--- src/rtl/serial_add_sub.sv ---
// Digit-serial adder/subtractor: one shared DIGIT-bit adder slice, STEPS cycles per operation.
// Operands are shifted right through the slice, LSB digit first, with carry held in a flop.
module serial_add_sub #(
  parameter int WIDTH = 8,
  parameter int DIGIT = 1
) (
  input  logic             i_clk,
  input  logic             i_rst_n,
  input  logic             i_start,
  input  logic [WIDTH-1:0] i_a,
  input  logic [WIDTH-1:0] i_b,
  input  logic             i_cin,
  input  logic             i_sub,
  output logic             o_busy,
  output logic             o_done,
  output logic [WIDTH-1:0] sum,
  output logic             carry,
  output logic             o_overflow,
  output logic [1:0]       o_dbg_state
);

  localparam int STEPS = WIDTH / DIGIT;
  localparam int CW    = $clog2(STEPS) + 1;

  // Handshake: i_start is a request taken only when the unit is IDLE or in its
  // DONE cycle (no queuing). o_busy is high for the STEPS RUN cycles; o_done is
  // a one-cycle pulse marking sum/carry/o_overflow valid, held until the next one.
  typedef enum logic [1:0] {
    ST_IDLE = 2'd0,
    ST_RUN  = 2'd1,
    ST_DONE = 2'd2
  } state_t;

  state_t           state_q, state_d;
  logic [WIDTH-1:0] a_q, a_d;
  logic [WIDTH-1:0] b_q, b_d;
  logic [WIDTH-1:0] res_q, res_d;
  logic [WIDTH-1:0] sum_q, sum_d;
  logic             c_q, c_d;
  logic             carry_q, carry_d;
  logic             ovf_q, ovf_d;
  logic [CW-1:0]    cnt_q, cnt_d;

  logic             accept;
  logic             last_step;
  logic [DIGIT:0]   slice_w;
  logic [DIGIT-1:0] digit_w;
  logic             cout_w;
  logic             cin_msb_w;

  assign accept    = i_start && ((state_q == ST_IDLE) || (state_q == ST_DONE));
  assign last_step = (state_q == ST_RUN) && (cnt_q == CW'(STEPS - 1));

  assign slice_w = {1'b0, a_q[DIGIT-1:0]} + {1'b0, b_q[DIGIT-1:0]} + {{DIGIT{1'b0}}, c_q};
  assign digit_w = slice_w[DIGIT-1:0];
  assign cout_w  = slice_w[DIGIT];
  // On the last step the slice sees the operand MSBs; recover the carry into the MSB.
  assign cin_msb_w = digit_w[DIGIT-1] ^ a_q[DIGIT-1] ^ b_q[DIGIT-1];

  // State register
  always_ff @(posedge i_clk or negedge i_rst_n) begin
    if (!i_rst_n) begin
      state_q <= ST_IDLE;
    end else begin
      state_q <= state_d;
    end
  end

  // Next-state logic
  always_comb begin
    state_d = state_q;
    case (state_q)
      ST_IDLE: if (i_start) state_d = ST_RUN;
      ST_RUN:  if (last_step) state_d = ST_DONE;
      ST_DONE: state_d = i_start ? ST_RUN : ST_IDLE;
      default: state_d = ST_IDLE;
    endcase
  end

  // Output logic
  always_comb begin
    o_busy      = (state_q == ST_RUN);
    o_done      = (state_q == ST_DONE);
    o_dbg_state = state_q;
  end

  // Datapath next-state
  always_comb begin
    a_d     = a_q;
    b_d     = b_q;
    c_d     = c_q;
    res_d   = res_q;
    cnt_d   = cnt_q;
    sum_d   = sum_q;
    carry_d = carry_q;
    ovf_d   = ovf_q;
    if (accept) begin
      a_d   = i_a;
      b_d   = i_sub ? ~i_b : i_b;
      c_d   = i_sub ^ i_cin;
      cnt_d = '0;
    end else if (state_q == ST_RUN) begin
      a_d   = a_q >> DIGIT;
      b_d   = b_q >> DIGIT;
      c_d   = cout_w;
      res_d = (res_q >> DIGIT) | (WIDTH'(digit_w) << (WIDTH - DIGIT));
      cnt_d = cnt_q + CW'(1);
      if (last_step) begin
        sum_d   = res_d;
        carry_d = cout_w;
        ovf_d   = cin_msb_w ^ cout_w;
      end
    end
  end

  always_ff @(posedge i_clk or negedge i_rst_n) begin
    if (!i_rst_n) begin
      a_q     <= '0;
      b_q     <= '0;
      c_q     <= 1'b0;
      res_q   <= '0;
      cnt_q   <= '0;
      sum_q   <= '0;
      carry_q <= 1'b0;
      ovf_q   <= 1'b0;
    end else begin
      a_q     <= a_d;
      b_q     <= b_d;
      c_q     <= c_d;
      res_q   <= res_d;
      cnt_q   <= cnt_d;
      sum_q   <= sum_d;
      carry_q <= carry_d;
      ovf_q   <= ovf_d;
    end
  end

  assign sum        = sum_q;
  assign carry      = carry_q;
  assign o_overflow = ovf_q;

endmodule

--- config.mk ---
export PLATFORM = sky130hd
export DESIGN_NAME = serial_add_sub
export DESIGN_NICKNAME = d
export VERILOG_FILES = /design/src/rtl/serial_add_sub.sv
export SDC_FILE = /design/constraint.sdc
export NUM_CORES = 1
export LEC_CHECK = 0
export CAP_MARGIN = 20
export CELL_PAD_IN_SITES_DETAIL_PLACEMENT = 2
export CELL_PAD_IN_SITES_GLOBAL_PLACEMENT = 2
export CORE_MARGIN = 5
export CORE_UTILIZATION = 32
export DETAILED_ROUTE_END_ITERATION = 10
export PLACE_DENSITY = 0.87
export RECOVER_POWER = 100
export SYNTH_ARGS = -nofsm -noshare
export SYNTH_HDL_FRONTEND = slang
export SYNTH_SLANG_ARGS = --single-unit
export TNS_END_PERCENT = 5
--- constraint.sdc ---
create_clock -name i_clk -period 1.8 [get_ports i_clk]
set_input_delay 0.36 -clock i_clk [delete_from_list [all_inputs] [get_ports i_clk]]
set_output_delay 0.36 -clock i_clk [all_outputs]
set_load 0.1 [all_outputs]
After elaboration in Yosys (flattened, before gate mapping)
Index checks and enable logic that the tools add are counted.

Flip-flop bits (word level): 41. Logic and storage cells: 45. Input port bits: 21. Output and inout port bits: 14.

Mux-type cells: 13. Add/sub/neg operators: 3. Eq/ne operators: 5. Reductions and logical operators: 8. Bitwise operators: 7.

Operator list (number): 8-bit 2-to-1 mux (5); 4-bit 2-to-1 mux (2); 8-bit inverter (1); 7-bit by 8-bit OR with 8-bit output (1); 2-bit one-hot mux with 3 select lines (1); 4-bit by 1-bit adder with 4-bit output (second input constant) (1); 4-bit by 3-bit == test with 1-bit output (second input constant) (1); 2-bit 2-to-1 mux (2); 2-bit AND reduction (2); 1-bit bitwise XOR (4); 1-bit 2-to-1 mux (3); 3-bit AND reduction (1); 1-bit by 1-bit adder with 2-bit output (1); 2-bit by 1-bit adder with 2-bit output (1); 2-bit by 1-bit == test with 1-bit output (second input constant) (1); 2-bit == test (second input constant) (1); 1-bit logical AND (2); 2-bit zero test (1); 2-bit by 1-bit inequality test with 1-bit output (second input constant) (1); 2-bit inequality test (second input constant) (1); 2-bit nonzero test (1); 1-bit logical OR (1); 1-bit inverter (1).

Depth between registers and ports, before layout
Gate-level depths: netlist (run 1).

Word-level depth: 5. Depth in mapped cells: 6. Mapped depth without buffers: 4.

Worst setup path before layout (run 1)
Ideal clock, no wire load.

Path kind: reg-to-output. From: reg state_q[0], in the netlist o_dbg_state[0]. To: out o_busy. Setup slack: -413 ps. Cell stages (with the launch flop): 5. Arrival: 1853 ps. Path buffers: 2. Required time: 1440 ps. Cell sequence: dfrtp_1 nand2b_1 buf_6 inv_2 buf_2.

Cells in the longest elaborated chain, start to end: 1.

Ends and longest elaborated chain: start, declared (RTL line 34) `state_t state_q, state_d;`; start signal, assigned (RTL line 65) `state_q <= state_d;`; 2-bit by 1-bit == test with 1-bit output (RTL line 82) `o_busy = (state_q == ST_RUN);`; end, declared (RTL line 14) `output logic o_busy,`.

No other way between the ends.

Final worst setup path (run 1)
From: reg state_q[1], in the netlist o_dbg_state[1]. To: out o_busy.

The elaborated chain is that of the path after synthesis.

==> impl_metrics.tcl, run 1 <==
set metrics [dict create \
    timing.final.crit_period_ps 1700 \
    clk-insertion-delay-late_ps 300 \
    overflow 0 \
    synth-edff-count 0 \
    cts_htree_levels 2 \
    routed.top_layer "met4" \
    final.period_utilization_pct 94.2 \
    synth_flop_cell "dfrtp_1" \
    met3_layer_wire_length_in_the_routed_design_um 184 \
    diodes 0 \
    finalClockSkew_ps 9.86 \
    drt_drc_violations_left 0 \
    ys.warnings.count 0 \
    routabilityCongestion 0.715 \
    worstPathArrival_ps 1340 \
    worstSetupEndpointType "output pin" \
    grt_first_pass_wirelength_um 8740 \
    detail_route.wirelength.met1_um 2240 \
    crit_fanout 4 \
    cts_num_sinks 40 \
    most_area_consuming_cells_after_synthesis "dfrtp_1 56%, nand2_1 11%, mux2_2 6.9%, a31oi_1 4.9%, xor2_1 4.9%" \
    number_of_antenna_violations_at_the_first_check_in_global_routing 0 \
    timing_worst_slew_pin_value_ps 1500 \
    numPortBuffers 34 \
    timing.fmax_ghz 0.590 \
    timing.critical_path.required_ps 1440 \
    synth-async-reset-ratio_pct 100 \
    detail-route-antenna-nets 0 \
    syn_to_final_growth_pct 28.0 \
    drt_first_pass_iters 4 \
    routed-via-count 1411 \
    rsz0062_at_grt "no" \
    seq_area_frac_synth_pct 55.7 \
    maximum_number_of_pins_on_one_net_before_global_route_repair 31 \
    cts_tree "yes" \
    synthesis.instances 175 \
    synthesized_cell_area_um2 1800 \
    boundaryPins 35 \
    avgRoutedWirePerCell_um 18.0 \
    critPathKind "reg2out" \
    start_util_pct 32.8 \
    groute.usage.overall_pct 15.6 \
    placeable_core_region_um2 5470 \
    cts.clk_slew.worst_paths_ps 80 \
    fp.dieH_um 84.9 \
    yosys.area.top_type "dfrtp_1" \
    detail_route.wirelength_um 5220 \
    synth.cells.most_frequent "52 x nand2_1, 40 x dfrtp_1, 15 x nor2_1, 14 x a31oi_1, 11 x mux2_2" \
    floorplan.die_area_um2 7210 \
    final.setup.tns_ps 0 \
    synth_cell_types 25 \
    holdCritPathClass "in2async" \
    detail_route.vias_per_cell 4.87 \
    detail_route.iter0.violations 31 \
    multiInputGateArea_um2 733 \
    cts_inserted_buffers 5 \
    most_common_cell_in_the_synthesized_netlist "nand2_1" \
    dpl.hpwl_um 3720 \
    cts_root_buffer "clkbuf_8" \
    cts.path.max_buffers 2 \
    synthesis.nets 198 \
    status "finished with violations" \
    avgSynthCellArea_um2 10.3 \
    rows 27 \
    timing.final.max_slew_violations 0 \
    grt_pass1_vias 1624 \
    violated_checks "max-capacitance violations" \
    met2_wirelength_um 2720 \
    fill_cells 604 \
    final-hold-violation-count 0 \
    die_w_um 84.9 \
    cap_violations 1 \
    synth.ff_latch_count 40 \
    report.final.setup_viol 0 \
    max-slew-margin-rel_pct 0.218 \
    post-synth-top-area-fraction_pct 55.7 \
    worstSetupStartpointType "flip-flop" \
    final_net_count 240 \
    ff_latch_area_um2 1000 \
    drive_above_1_share_pct 22.0 \
]
==> kinds of logic (layout without fill, tap and decap cells) <==
group           count (synthesis)  after routing  synth area share, %
xor+xnor                       12             12                 5.85
buf+inv                        11             54                 3.55
mux                            12             12                 7.45
simple gates                   75             75                 17.3
fa+ha+maj                       2              2                 1.81
compound gates                 23             23                 8.36
flops                          40             40                 55.7
==> layout by cell type (no fill, tap or decap), drive strengths merged <==
| cell type | count |
|---|---|
| nand2 | 52 |
| a21oi | 1 |
| dfrtp | 40 |
| ha | 1 |
| nor3 | 1 |
| o21ai | 3 |
| clkdlybuf4s50 | 19 |
| mux2 | 11 |
| fa | 1 |
| nand3 | 2 |
| clkinv | 2 |
| clkbuf | 22 |
| and2b | 1 |
| inv | 1 |
| nand2b | 2 |
| nor2 | 15 |
| nor2b | 1 |
| a22o | 4 |
| xnor2 | 2 |
| mux2i | 1 |
| xor2 | 10 |
| a31oi | 14 |
| or3 | 1 |
| a21o | 1 |
| buf | 10 |
==> what timing repair did <==
action	CTS	global route
hold buffers	0	0
setup endpoints to repair	1	0
buffers inserted	2	0
gates resized for setup	1	0
==> metrics by stage <==
step | instances | area [µm²] | worst slack [ps] | util, % | hold slack [ps]
final | 290 | 2300 | 105 | 42.0 | 408
after global routing | 290 | 2300 | 32.6 | 42.0 | 529
after CTS | 290 | 2510 | 90.0 | 45.8 | 89.9
after detailed placement | 280 | 2400 | 119 | 43.8 | 417
after global placement | 280 | 2400 | 212 | 43.8 | 423
after floorplan | 175 | 1800 | 20.8 | - | 64.4
==> worst paths after layout <==
check	from	to	slack [ps]	cells after the start
setup / recovery	o_dbg_state[1]	o_busy	100	3
hold / removal	i_rst_n	b_q[5]	410	1
setup reg to reg	a_q[0]	o_overflow	100	4
hold reg to reg	res_q[1]	res_q[1]	510	2
max in group asynchronous	i_rst_n	o_dbg_state[1]	410	1
min in group i_clk	res_q[1]	res_q[1]	510	2
==> registers in the layout (all words and copies together) (netlist names) <==
register,flops
o_dbg_state,2
cnt_q,4
sum,8
res_q,7
o_overflow,1
b_q,8
c_q,1
carry,1
a_q,8
==> per-layer routing <==
layer	GRT usage, %	vias to the layer above
met4	4.32	0
met2	27.4	23
met1	18.5	723
met5	0	-
met3	4.47	5
li1	-	660
==> final cells by class <==
cell class	instances	area share (%)
multi-input combinational	124	31.9
inverter	1	0.272
clock inverter	2	0.435
clock buffer	6	3.59
timing repair buffer	45	16.3
tap	72	3.92
sequential	40	43.6
==> worst max-delay path, stage by stage, from the launching register on <==
cell	delay, ps
dfrtp_2	410
nand2b_1	270
inv_4	130
buf_6	220
Power of run 1 is not shown: default switching activity piles up to over one toggle a cycle in this logic, so the estimate is an artifact.
==> inputs of run 2 (changes only) <==
--- a/config.mk
+++ b/config.mk
@@ -8,10 +8,11 @@
 export CAP_MARGIN = 20
 export CELL_PAD_IN_SITES_DETAIL_PLACEMENT = 2
 export CELL_PAD_IN_SITES_GLOBAL_PLACEMENT = 2
+export CORE_ASPECT_RATIO = 1.4
 export CORE_MARGIN = 5
-export CORE_UTILIZATION = 32
+export CORE_UTILIZATION = 34
 export DETAILED_ROUTE_END_ITERATION = 10
-export PLACE_DENSITY = 0.87
+export PLACE_DENSITY = 0.92
 export RECOVER_POWER = 100
 export SYNTH_ARGS = -nofsm -noshare
 export SYNTH_HDL_FRONTEND = slang
==> constraint.sdc (replaced) <==
create_clock -name i_clk -period 2.1 [get_ports i_clk]
set_input_delay 0.42 -clock i_clk [delete_from_list [all_inputs] [get_ports i_clk]]
set_output_delay 0.42 -clock i_clk [all_outputs]
set_load 0.1 [all_outputs]
==> run 2 against run 1 <==
Effect of this change: the run now ends clean; final cell count fell by 2.8%; setup slack improved by 120 ps; flip-flop and latch count did not move; utilization rose by 1.8 points; design area fell by 1.7%; sequential share of layout area rose by 0.72 points; die area fell by 4.9%; via count rose by 1.3%; routed wire length fell by 7.4%; global-route usage fell by 0.42 points; critical path depth did not move; register-to-register slack improved by 270 ps; critical path type unchanged.
==> impl_metrics.tcl, run 2 (synthesized netlist as in run 1, its figures left out) <==
set metrics [dict create \
    status "finished clean" \
    detail-route-antenna-nets 0 \
    max-slew-margin-rel_pct 16.5 \
    startpoint "o_dbg_state[1]" \
    cts.repair.resized 0 \
    detail_route.iter0.violations 42 \
    number_of_antenna_violations_at_the_first_check_in_global_routing 0 \
    rows 31 \
    cts.path.max_buffers 2 \
    cts_inserted_buffers 5 \
    die_w_um 71.4 \
    maximum_number_of_pins_on_one_net_before_global_route_repair 24 \
    final-hold-violation-count 0 \
    fill_cells 565 \
    clk-insertion-delay-late_ps 290 \
    boundaryPins 35 \
    cts-hold-fix-buffers 0 \
    worstSetupStartpointType "flip-flop" \
    rsz0062_at_grt "no" \
    timing_worst_slew_pin_value_ps 1250 \
    timing.fmax_ghz 0.532 \
    grt_pass1_vias 1624 \
    layout.cells.most_common_list "52 x nand2_1, 40 x dfrtp_1, 18 x clkdlybuf4s50_1, 15 x nor2_1" \
    worst_r2r_path_depth 4 \
    diodes 0 \
    timing.final.crit_period_ps 1880 \
    drive_above_1_share_pct 18.5 \
    cts_tree "yes" \
    holdCritPathClass "in2async" \
    timing.critical_path.required_ps 1680 \
    final.period_utilization_pct 89.5 \
    worstSetupEndpointType "output pin" \
    r2r_start "a_q[0]" \
    detail_route.wirelength_um 4830 \
    cts.clk_slew.worst_paths_ps 80 \
    cts_root_buffer "clkbuf_8" \
    drt_first_pass_iters 4 \
    cts_num_sinks 40 \
    timing.final.max_slew_violations 0 \
    critical_path.reg2reg.endpoint "o_overflow" \
    placeable_core_region_um2 5160 \
    syn_to_final_growth_pct 25.8 \
    postCtsSetupRepairBufs 0 \
    detailed_place.area_um2 2230 \
    cts_htree_levels 2 \
    drt_drc_violations_left 0 \
    floorplan.die_area_um2 6860 \
    worstPathArrival_ps 1460 \
    crit_fanout 14 \
    start_util_pct 34.8 \
    report.final.setup_viol 0 \
    last_element_of_the_critical_path "o_busy" \
    avgRoutedWirePerCell_um 17.1 \
    rrSetupSlack_ps 370 \
    final_common_cell "nand2_1" \
    dpl.hpwl_um 3490 \
    critPathKind "reg2out" \
    final_net_count 238 \
    detail_route.vias_per_cell 5.07 \
    cap_violations 0 \
    finalClockSkew_ps 7.19 \
    routabilityCongestion 0.761 \
    groute.usage.overall_pct 15.1 \
    routed-via-count 1429 \
    fp.dieH_um 96.0 \
    numPortBuffers 34 \
    grt_first_pass_wirelength_um 7910 \
    overflow 0 \
    post-route-cell-area_um2 2260 \
]
==> run 2: cell type report <==
class / instances / area [µm²] / share of cell area, %
timing repair buffer: 43 / 333 / 14.7
sequential: 40 / 1000 / 44.3
multi-input combinational: 124 / 732 / 32.4
tap: 66 / 82.6 / 3.65
clock inverter: 2 / 35.0 / 1.55
inverter: 1 / 3.75 / 0.166
clock buffer: 6 / 72.6 / 3.21
==> run 2: routing by layer <==
metal  wire (µm)  track usage [%]  up-vias
li1            -                -      660
met1        1960             16.8      724
met2        2560             28.1       34
met3         186             2.19       11
met4         119             6.90        0
met5           0                0        -
==> run 2: how the worst min path moves through the flow <==
stage	startpoint	slack (ps)	end
2_1_floorplan	i_rst_n	120	a_q[0]
6_report	i_rst_n	370	res_q[6]
3_3_place_gp	i_rst_n	440	res_q[6]
3_5_place_dp	i_rst_n	440	res_q[6]
5_1_grt	i_rst_n	510	sum[5]
4_1_cts	i_rst_n	130	res_q[6]
==> run 2: critical path, cell delays in order, from the launching register on <==
cell and delay, ps:
dfrtp_1 390, nand2b_1 250, inv_2 300, buf_12 220
==> run 2: per-stage QoR <==
step                hold slack [ps]  setup TNS (ps)  std cells  setup slack (ps)  utilization, %
global route                    507               0        282               147            43.8
finish                          372               0        282               221            43.8
detailed placement              442               0        274               351            43.1
floorplan                       124           -44.9        175             -44.9               -
CTS                             126               0        282               202            45.2
global placement                436               0        274               419            43.1
Power of run 2 is left out for the same reason.
